[config.mk]
export PLATFORM = sky130hd
export DESIGN_NAME = uart_tx_arbiter_flat
export DESIGN_NICKNAME = d
export VERILOG_FILES = /design/src/rtl/uart_tx_arbiter_if.sv /design/src/rtl/uart_tx_arbiter.sv /design/src/flat_wrapper.sv
export SDC_FILE = /design/constraint.sdc
export NUM_CORES = 1
export LEC_CHECK = 0
export BUFFER_PORTS_ARGS = -buffer_cell sky130_fd_sc_hd__clkbuf_2
export CORE_MARGIN = 5
export CORE_UTILIZATION = 25
export CTS_CLUSTER_DIAMETER = 120
export CTS_CLUSTER_SIZE = 24
export DETAILED_ROUTE_END_ITERATION = 16
export HOLD_SLACK_MARGIN = 0.05
export PLACE_DENSITY = 0.48
export SLEW_MARGIN = 10
export SYNTH_ARGS = -nofsm -noshare
export SYNTH_HDL_FRONTEND = slang
export SYNTH_SLANG_ARGS = --single-unit
export TNS_END_PERCENT = 5
[constraint.sdc]
create_clock -name clk_in -period 2.95 [get_ports clk_in]
set_clock_uncertainty 0.1 [all_clocks]
set_input_delay 0.4425 -clock clk_in [delete_from_list [all_inputs] [get_ports clk_in]]
set_output_delay 0.4425 -clock clk_in [all_outputs]
set_load 0.1 [all_outputs]
[src/rtl/uart_tx_arbiter_if.sv]
// Request/transmit bundle between the byte producers, the round-robin
// arbiter and the shared UART transmitter.
interface uart_tx_arbiter_if #(
    parameter int NUM_REQ = 4
);
    localparam int GW = $clog2(NUM_REQ);

    logic [NUM_REQ-1:0]       req_valid_in;
    logic [NUM_REQ-1:0][7:0]  req_data_in;
    logic [NUM_REQ-1:0]       req_last_in;
    logic [NUM_REQ-1:0]       req_ready_out;
    logic [7:0]               uart_data_out;
    logic                     uart_trigger_out;
    logic                     uart_busy_in;
    logic [GW-1:0]            grant_out;
    logic                     lock_out;
    logic                     error_out;

    modport slave (
        input  req_valid_in, req_data_in, req_last_in, uart_busy_in,
        output req_ready_out, uart_data_out, uart_trigger_out,
               grant_out, lock_out, error_out
    );

    modport master (
        output req_valid_in, req_data_in, req_last_in, uart_busy_in,
        input  req_ready_out, uart_data_out, uart_trigger_out,
               grant_out, lock_out, error_out
    );
endinterface

[src/rtl/uart_tx_arbiter.sv]
// Round-robin arbiter feeding one shared UART transmitter; a grant stays
// locked on its requester until that requester's last byte is accepted.
module uart_tx_arbiter #(
    parameter int NUM_REQ       = 4,
    parameter int START_TIMEOUT = 4
) (
    input  logic              clk_in,
    input  logic              rst_in,
    uart_tx_arbiter_if.slave  bus
);
    localparam int GW = $clog2(NUM_REQ);
    localparam int CW = $clog2(START_TIMEOUT + 1) + 1;
    localparam logic [CW-1:0] TMO_LAST = CW'(START_TIMEOUT - 1);
    localparam logic [GW-1:0] PTR_RST  = GW'(NUM_REQ - 1);

    typedef enum logic [1:0] {
        IDLE,
        SEND,
        WAIT_START,
        WAIT_DONE
    } state_t;

    state_t          state_q;
    logic [GW-1:0]   rr_ptr_q;
    logic [GW-1:0]   grant_q;
    logic            lock_q;
    logic            error_q;
    logic            trigger_q;
    logic [7:0]      data_q;
    logic [CW-1:0]   tmo_cnt_q;

    logic            sel_found_d;
    logic [GW-1:0]   sel_idx_d;
    logic [GW-1:0]   cand_d;
    logic            accept_d;

    // Descending scan so the candidate nearest rr_ptr+1 is the one left standing.
    always_comb begin
        sel_found_d = 1'b0;
        sel_idx_d   = grant_q;
        cand_d      = '0;
        if (lock_q) begin
            sel_found_d = bus.req_valid_in[grant_q];
        end else begin
            for (int k = NUM_REQ; k >= 1; k--) begin
                cand_d = GW'((int'(rr_ptr_q) + k) % NUM_REQ);
                if (bus.req_valid_in[cand_d]) begin
                    sel_found_d = 1'b1;
                    sel_idx_d   = cand_d;
                end
            end
        end
    end

    assign accept_d = (state_q == IDLE) && sel_found_d && !rst_in;

    generate
        for (genvar gi = 0; gi < NUM_REQ; gi++) begin : g_ready
            assign bus.req_ready_out[gi] = accept_d && (sel_idx_d == GW'(gi));
        end
    endgenerate

    always_ff @(posedge clk_in) begin
        if (rst_in) begin
            state_q   <= IDLE;
            rr_ptr_q  <= PTR_RST;
            grant_q   <= '0;
            lock_q    <= 1'b0;
            error_q   <= 1'b0;
            trigger_q <= 1'b0;
            data_q    <= '0;
            tmo_cnt_q <= '0;
        end else begin
            case (state_q)
                IDLE: begin
                    if (sel_found_d) begin
                        data_q    <= bus.req_data_in[sel_idx_d];
                        grant_q   <= sel_idx_d;
                        trigger_q <= 1'b1;
                        state_q   <= SEND;
                        if (bus.req_last_in[sel_idx_d]) begin
                            lock_q   <= 1'b0;
                            rr_ptr_q <= sel_idx_d;
                        end else begin
                            lock_q   <= 1'b1;
                        end
                    end
                end
                SEND: begin
                    // The trigger cycle itself counts toward the start timeout.
                    trigger_q <= 1'b0;
                    tmo_cnt_q <= CW'(1);
                    state_q   <= WAIT_START;
                end
                WAIT_START: begin
                    if (bus.uart_busy_in) begin
                        state_q <= WAIT_DONE;
                    end else if (tmo_cnt_q >= TMO_LAST) begin
                        error_q <= 1'b1;
                        state_q <= IDLE;
                    end else begin
                        tmo_cnt_q <= tmo_cnt_q + CW'(1);
                    end
                end
                WAIT_DONE: begin
                    if (!bus.uart_busy_in) begin
                        state_q <= IDLE;
                    end
                end
                default: state_q <= IDLE;
            endcase
        end
    end

    assign bus.uart_data_out    = data_q;
    assign bus.uart_trigger_out = trigger_q;
    assign bus.grant_out        = grant_q;
    assign bus.lock_out         = lock_q;
    assign bus.error_out        = error_q;
endmodule

[src/flat_wrapper.sv]
// flat-port wrapper written by rule: the top's interface ports become plain ports
module uart_tx_arbiter_flat 
#(
    parameter int NUM_REQ       = 4,
    parameter int START_TIMEOUT = 4
)
  (clk_in, rst_in, bus_req_valid_in, bus_req_data_in, bus_req_last_in, bus_uart_busy_in, bus_req_ready_out, bus_uart_data_out, bus_uart_trigger_out, bus_grant_out, bus_lock_out, bus_error_out);
  uart_tx_arbiter_if #(.NUM_REQ(NUM_REQ)) bus_i ();
  input  logic clk_in;
  input  logic rst_in;
  input wire logic [$bits(bus_i.req_valid_in)-1:0] bus_req_valid_in;
  input wire logic [$bits(bus_i.req_data_in)-1:0] bus_req_data_in;
  input wire logic [$bits(bus_i.req_last_in)-1:0] bus_req_last_in;
  input wire logic [$bits(bus_i.uart_busy_in)-1:0] bus_uart_busy_in;
  output wire logic [$bits(bus_i.req_ready_out)-1:0] bus_req_ready_out;
  output wire logic [$bits(bus_i.uart_data_out)-1:0] bus_uart_data_out;
  output wire logic [$bits(bus_i.uart_trigger_out)-1:0] bus_uart_trigger_out;
  output wire logic [$bits(bus_i.grant_out)-1:0] bus_grant_out;
  output wire logic [$bits(bus_i.lock_out)-1:0] bus_lock_out;
  output wire logic [$bits(bus_i.error_out)-1:0] bus_error_out;
  assign bus_i.req_valid_in = bus_req_valid_in;
  assign bus_i.req_data_in = bus_req_data_in;
  assign bus_i.req_last_in = bus_req_last_in;
  assign bus_i.uart_busy_in = bus_uart_busy_in;
  assign bus_req_ready_out = bus_i.req_ready_out;
  assign bus_uart_data_out = bus_i.uart_data_out;
  assign bus_uart_trigger_out = bus_i.uart_trigger_out;
  assign bus_grant_out = bus_i.grant_out;
  assign bus_lock_out = bus_i.lock_out;
  assign bus_error_out = bus_i.error_out;
  uart_tx_arbiter #(.NUM_REQ(NUM_REQ), .START_TIMEOUT(START_TIMEOUT)) u_core (.clk_in(clk_in), .rst_in(rst_in), .bus(bus_i));
endmodule
Word-level counts from Yosys, hierarchy flattened
Cells that the tools add are included.
{"block": "totals", "reg_bits": 21, "input_bits": 43, "output_inout_bits": 17, "elab_cells": 84}
{"block": "classes", "n_addsub": 5, "order_cmp": 7, "n_eq_ne": 11, "mux": 35, "bitwise": 1, "reduce_logical": 17}
{"operator": "2-bit by 3-bit < comparator with 1-bit output, second input constant", "n": 6}
{"operator": "2-bit 2-to-1 mux", "n": 9}
{"operator": "8-bit binary-select mux with 2-bit select", "n": 1}
{"operator": "1-bit 2-to-1 mux", "n": 13}
{"operator": "1-bit binary-select mux with 2-bit select", "n": 6}
{"operator": "3-bit AND reduction", "n": 4}
{"operator": "2-bit == test, second input constant", "n": 4}
{"operator": "4-bit 2-to-1 mux", "n": 2}
{"operator": "8-bit 2-to-1 mux", "n": 1}
{"operator": "2-bit case mux with 4 select lines", "n": 1}
{"operator": "4-bit case mux with 2 select lines", "n": 1}
{"operator": "1-bit logical AND", "n": 6}
{"operator": "2-bit != test, second input constant", "n": 3}
{"operator": "2-bit by 1-bit adder with 2-bit output, second input constant", "n": 2}
{"operator": "2-bit adder, second input constant", "n": 2}
{"operator": "4-bit by 1-bit adder with 4-bit output, second input constant", "n": 1}
{"operator": "2-bit by 1-bit == test with 1-bit output, second input constant", "n": 2}
{"operator": "4-bit by 2-bit >= comparator with 1-bit output, second input constant", "n": 1}
{"operator": "2-bit logical NOT", "n": 2}
{"operator": "2-bit AND reduction", "n": 2}
{"operator": "2-bit nonzero test", "n": 2}
{"operator": "3-bit by 2-bit != test with 1-bit output, second input constant", "n": 1}
{"operator": "2-bit by 1-bit != test with 1-bit output, second input constant", "n": 1}
{"operator": "1-bit case mux with 2 select lines", "n": 1}
{"operator": "2 further kinds", "n": 2}

Logic depth before layout (Yosys ltp)
{"block": "depth", "depth_word": 11, "ltp_mapped": 8}

Worst setup path before layout
OpenSTA, ideal clock, no wires.
{"block": "synth_path", "path_kind": "flip-flop to output port", "start": "reg u_core.lock_q (netlist: u_core.bus.lock_out)", "end": "out bus_req_ready_out[1]", "arrival_time_ns": 3.455, "slack_ns": -1.048, "path_stages_with_launch": 8, "cell_sequence": "dfxtp_1 clkbuf_1 inv_1 a21oi_1 o21ai_1 nor2_1 nand3_1 nor2_1"}
{"block": "synth_between", "elab_chain_cells": 4, "word_cells_on_any_way": 6, "cone_classes": "eq/ne (1); mux (2); reduce/logical (3)"}
{"item": "from (decl)", "line_no": "uart_tx_arbiter.sv:26", "rtl": "logic lock_q;"}
{"item": "from (signal assigned)", "line_no": "uart_tx_arbiter.sv:68", "rtl": "lock_q <= 1'b0;"}
{"item": "from (signal assigned)", "line_no": "uart_tx_arbiter.sv:82", "rtl": "lock_q <= 1'b0;"}
{"item": "from (signal assigned)", "line_no": "uart_tx_arbiter.sv:85", "rtl": "lock_q <= 1'b1;"}
{"item": "1-bit 2-to-1 mux", "line_no": "uart_tx_arbiter.sv:42", "rtl": "if (lock_q) begin"}
{"item": "1-bit logical AND (2 in series)", "line_no": "uart_tx_arbiter.sv:55", "rtl": "assign accept_d = (state_q == IDLE) && sel_found_d && !rst_in;"}
{"item": "1-bit logical AND (*)", "line_no": "uart_tx_arbiter.sv:59", "rtl": "assign bus.req_ready_out[gi] = accept_d && (sel_idx_d == GW'(gi));"}
{"item": "to (decl)", "line_no": "flat_wrapper.sv:15", "rtl": "output wire logic [$bits(bus_i.req_ready_out)-1:0] bus_req_ready_out;"}
Mark *: on every way between the ends. The rest lies on a longest branch, timed or not.

Worst setup path in the final report
{"block": "layout_path", "start": "reg u_core.rr_ptr_q[0]", "end": "out bus_req_ready_out[0]"}
{"block": "layout_between", "elab_chain_cells": 11, "word_cells_on_any_way": 26, "cone_classes": "add/sub (4); mux (18); reduce/logical (4)"}
{"item": "from (decl)", "line_no": "uart_tx_arbiter.sv:24", "rtl": "logic [GW-1:0] rr_ptr_q;"}
{"item": "from (signal assigned)", "line_no": "uart_tx_arbiter.sv:83", "rtl": "rr_ptr_q <= sel_idx_d;"}
{"item": "2-bit by 1-bit adder with 2-bit output", "line_no": "uart_tx_arbiter.sv:46", "rtl": "cand_d = GW'((int'(rr_ptr_q) + k) % NUM_REQ);"}
{"item": "1-bit binary-select mux with 2-bit select", "line_no": "uart_tx_arbiter.sv:47", "rtl": "if (bus.req_valid_in[cand_d]) begin"}
{"item": "1-bit 2-to-1 mux (implied by the code)", "line_no": "uart_tx_arbiter.sv:47"}
{"item": "1-bit 2-to-1 mux (4 in series)", "line_no": "uart_tx_arbiter.sv:47"}
{"item": "1-bit 2-to-1 mux", "line_no": "uart_tx_arbiter.sv:42"}
{"item": "1-bit logical AND (2 in series)", "line_no": "uart_tx_arbiter.sv:55"}
{"item": "1-bit logical AND (*)", "line_no": "uart_tx_arbiter.sv:59"}
Mark *: on every way between the ends. The rest lies on a longest branch, timed or not. The select of a mux whose other input is x is not followed.

==> flow_metrics.py <==
metrics = {
    "outcome": {
        "status": "finished clean",
    },
    "synthesis": {
        "yosysSeqAreaShare": 0.330,
        "synth_fp_nets": 201,
        "netlist_area_um2": 1270,
        "ys_seq_elements": 21,
        "synth_area_per_cell_um2": 8.11,
        "yosys_warnings": 0,
        "netlist_instances": 157,
        "synthDistinctLibCells": 37,
    },
    "route": {
        "wl_per_cell_um": 13.2,
        "wirelength_um": 3790,
        "drtAntennaViolNets": 0,
        "drt-initial-drc-count": 70,
        "num_vias": 1331,
        "dr.pass1.iters": 4,
        "drc": 0,
        "avgViaCountPerCell": 4.62,
    },
    "die": {
        "fp.dieArea_um2": 6620,
        "die_w_um": 81.4,
        "initial_utilization": 0.253,
        "rows": 26,
        "io_pins": 60,
        "design.core.area_um2": 5040,
        "fp.dieH_um": 81.4,
    },
    "sta": {
        "post-route-worst-setup-slack_ns": 0.145,
        "tightest_slew_ns": 0.566,
        "fin_setup_tns_ns": 0,
        "rsz0062_at_grt": "false",
        "fmax_ghz": 0.357,
        "max_slew_margin": 0.621,
        "hold_violations": 0,
        "post-route-period-util": 0.951,
        "maxSlewViolCount": 0,
        "fin_crit_ns": 2.80,
        "final-setup-viol-count": 0,
    },
    "clocking": {
        "cts_tree": "done",
        "cts_sinks": 21,
        "h-tree-depth": 1,
        "cts_buffer_depth": 2,
        "clk_latency_ns": 0.27,
        "cts_buffers": 3,
        "ctsHoldBuffers": 0,
        "clockRootBuffer": "clkbuf_8",
        "path_clk_slew_ns": 0.09,
    },
    "worst_setup_path": {
        "end_kind": "output port",
        "start_kind": "flop",
        "reg2reg_from": "u_core.rr_ptr_q[0]",
        "arrival_ns": 2.26,
        "critPathCapture": "bus_req_ready_out[0]",
        "cp_max_fo": 11,
        "worstPathRequired_ns": 2.41,
        "r2r_cells": 8,
        "r2r_end": "u_core.rr_ptr_q[0]",
        "reg2reg_slack_ns": 0.62,
        "critical_path_class": "flop to output port",
        "cp-startpoint": "u_core.rr_ptr_q[0]",
    },
    "placement": {
        "placedCellCount": 284,
        "dp_slack_ns": 0.200,
        "post-dp-hpwl_um": 3010,
        "port_buffers": 59,
        "routabilityCongestion": 0.788,
    },
    "final_layout": {
        "seq_area_um2": 429,
        "final_net_count": 263,
        "multi_input_area_um2": 812,
        "final_cells": 288,
        "nFillCells": 528,
        "antennaDiodeCount": 0,
        "drive_above_1_share": 0.385,
        "area_delta_synth_final_pct": 43.0,
    },
    "worst_hold_path": {
        "hold_path.class": "flop to flop",
    },
    "pwr": {
        "leakage_nw": 0.851,
        "power_density_nw_per_um2": 1330,
        "ir_drop_v": 0.000957,
    },
    "grt": {
        "grt_overflow": 0,
        "grt_pass1_wl_um": 6070,
        "antenna_found_initial": 0,
        "grt_max_degree": 14,
        "grt_pass1_vias": 1264,
        "track_usage": 0.117,
    },
    "flow_run": {
        "drv_cap": 0,
    },
}
==> area by class of cell <==
| type | instances | share of cell area |
|---|---|---|
| tap | 70 | 0.0481 |
| sequential | 21 | 0.236 |
| inverter | 10 | 0.0206 |
| timing repair buffer | 66 | 0.224 |
| clock inverter | 1 | 0.00343 |
| clock buffer | 3 | 0.0227 |
| multi-input combinational | 117 | 0.446 |
==> registers in the layout, indices dropped and copies added, names as in the netlist <==
name and cells:
u_core.state_q 2, u_core.bus.lock_out 1, u_core.bus.uart_trigger_out 1, u_core.bus.grant_out 2, u_core.bus.uart_data_out 8, u_core.tmo_cnt_q 4, u_core.bus.error_out 1, u_core.rr_ptr_q 2
==> worst max-delay path, stage by stage, from the launching register on <==
cell     delay [ns]
dfxtp_2        0.45
nor3b_1        0.10
a31oi_1        0.17
o31ai_2        0.11
o31a_1         0.31
or4_4          0.54
nor2_4         0.13
buf_12         0.18
==> cell families (layout without fill, tap and decap cells) <==
| logic type | count (synthesis) | in the layout | share of synthesized area |
|---|---|---|---|
| and+or+nand+nor | 54 | 54 | 0.198 |
| AOI/OAI and AO/OA | 42 | 42 | 0.229 |
| DFF | 21 | 21 | 0.330 |
| muxes | 20 | 20 | 0.167 |
| buffers and inverters | 19 | 80 | 0.0658 |
| adders and majority gates | 1 | 1 | 0.00982 |
==> routing by layer <==
layer / track usage / routed length [um] / up-vias / share of wire
met5: 0 / 0 / - / 0
met1: 0.164 / 1710 / 605 / 0.45
met2: 0.183 / 1910 / 23 / 0.50
met3: 0.0266 / 144 / 2 / 0.038
li1: - / - / 701 / -
met4: 0.0203 / 22 / 0 / 0.0058
==> through the flow <==
step	hold slack (ns)	total power [mW]	util	instance area (um^2)
floorplan	0.346	1.84	-	1310
global placement	0.337	2.24	0.350	1770
detailed placement	0.345	2.23	0.350	1770
CTS	0.363	2.44	0.360	1810
global route	0.365	2.57	0.361	1820
finish	0.360	2.42	0.361	1820
==> repair_timing <==
item | CTS | global route
setup buffers | 0 | 0
setup endpoints to repair | 0 | 4
resized for setup | 0 | 3
==> where the power goes <==
group	leakage, nW	total (mW)	internal [mW]	switching, mW
clock	0.0260	0.198	0.0962	0.102
sequential	0.173	0.536	0.403	0.133
combinational	0.651	1.69	0.510	1.18
==> worst min-delay path by stage <==
stage	from	to	slack (ns)	cells past startpoint
after floorplan	u_core.tmo_cnt_q[2]	u_core.tmo_cnt_q[2]	0.35	1
after detailed placement	u_core.bus.uart_trigger_out	u_core.bus.uart_trigger_out	0.35	2
after CTS	bus_uart_busy_in	u_core.state_q[0]	0.36	3
final	u_core.bus.uart_trigger_out	u_core.bus.uart_trigger_out	0.36	2
after global routing	bus_uart_busy_in	u_core.state_q[0]	0.36	3
after global placement	u_core.bus.uart_trigger_out	u_core.bus.uart_trigger_out	0.34	2
==> layout by cell type (no fill, tap or decap), drive strengths merged, types with 2 or more instances in the layout <==
cell     n
nor2    15
mux2i   19
nand2b   3
inv     11
nand2   18
and3     4
o221ai   9
nor4     2
nor3     5
clkbuf  58
a21oi   10
or3      2
buf     11
o21ai    8
nand3    2
a31oi    2
dfxtp   21
==> synth_stat cells, drive strengths merged <==
master,n,area share
a221oi,1,0.0069
a31o,1,0.0069
nor3,5,0.020
a22oi,1,0.0059
a21boi,1,0.0059
a2bb2oi,1,0.0069
nor2,15,0.044
a221o,1,0.0079
ha,1,0.0098
and3,4,0.020
buf,5,0.025
a21o,1,0.0059
a21oi,10,0.039
o21bai,1,0.0059
o21ai,8,0.031
o31ai,1,0.0059
o31a,1,0.0069
nand3,2,0.0079
a32oi,1,0.0069
nor3b,1,0.0059
nor4,2,0.0098
mux2i,19,0.15
mux4,1,0.018
or4,1,0.0088
inv,10,0.029
dfxtp,21,0.33
o311ai,1,0.0069
clkbuf,4,0.012
nor2b,1,0.0049
nand2b,3,0.015
a31oi,2,0.0098
or3,2,0.0098
a311o,1,0.0079
nand2,18,0.053
o221ai,9,0.062
Note: power is estimated with default switching activity, not from simulation.
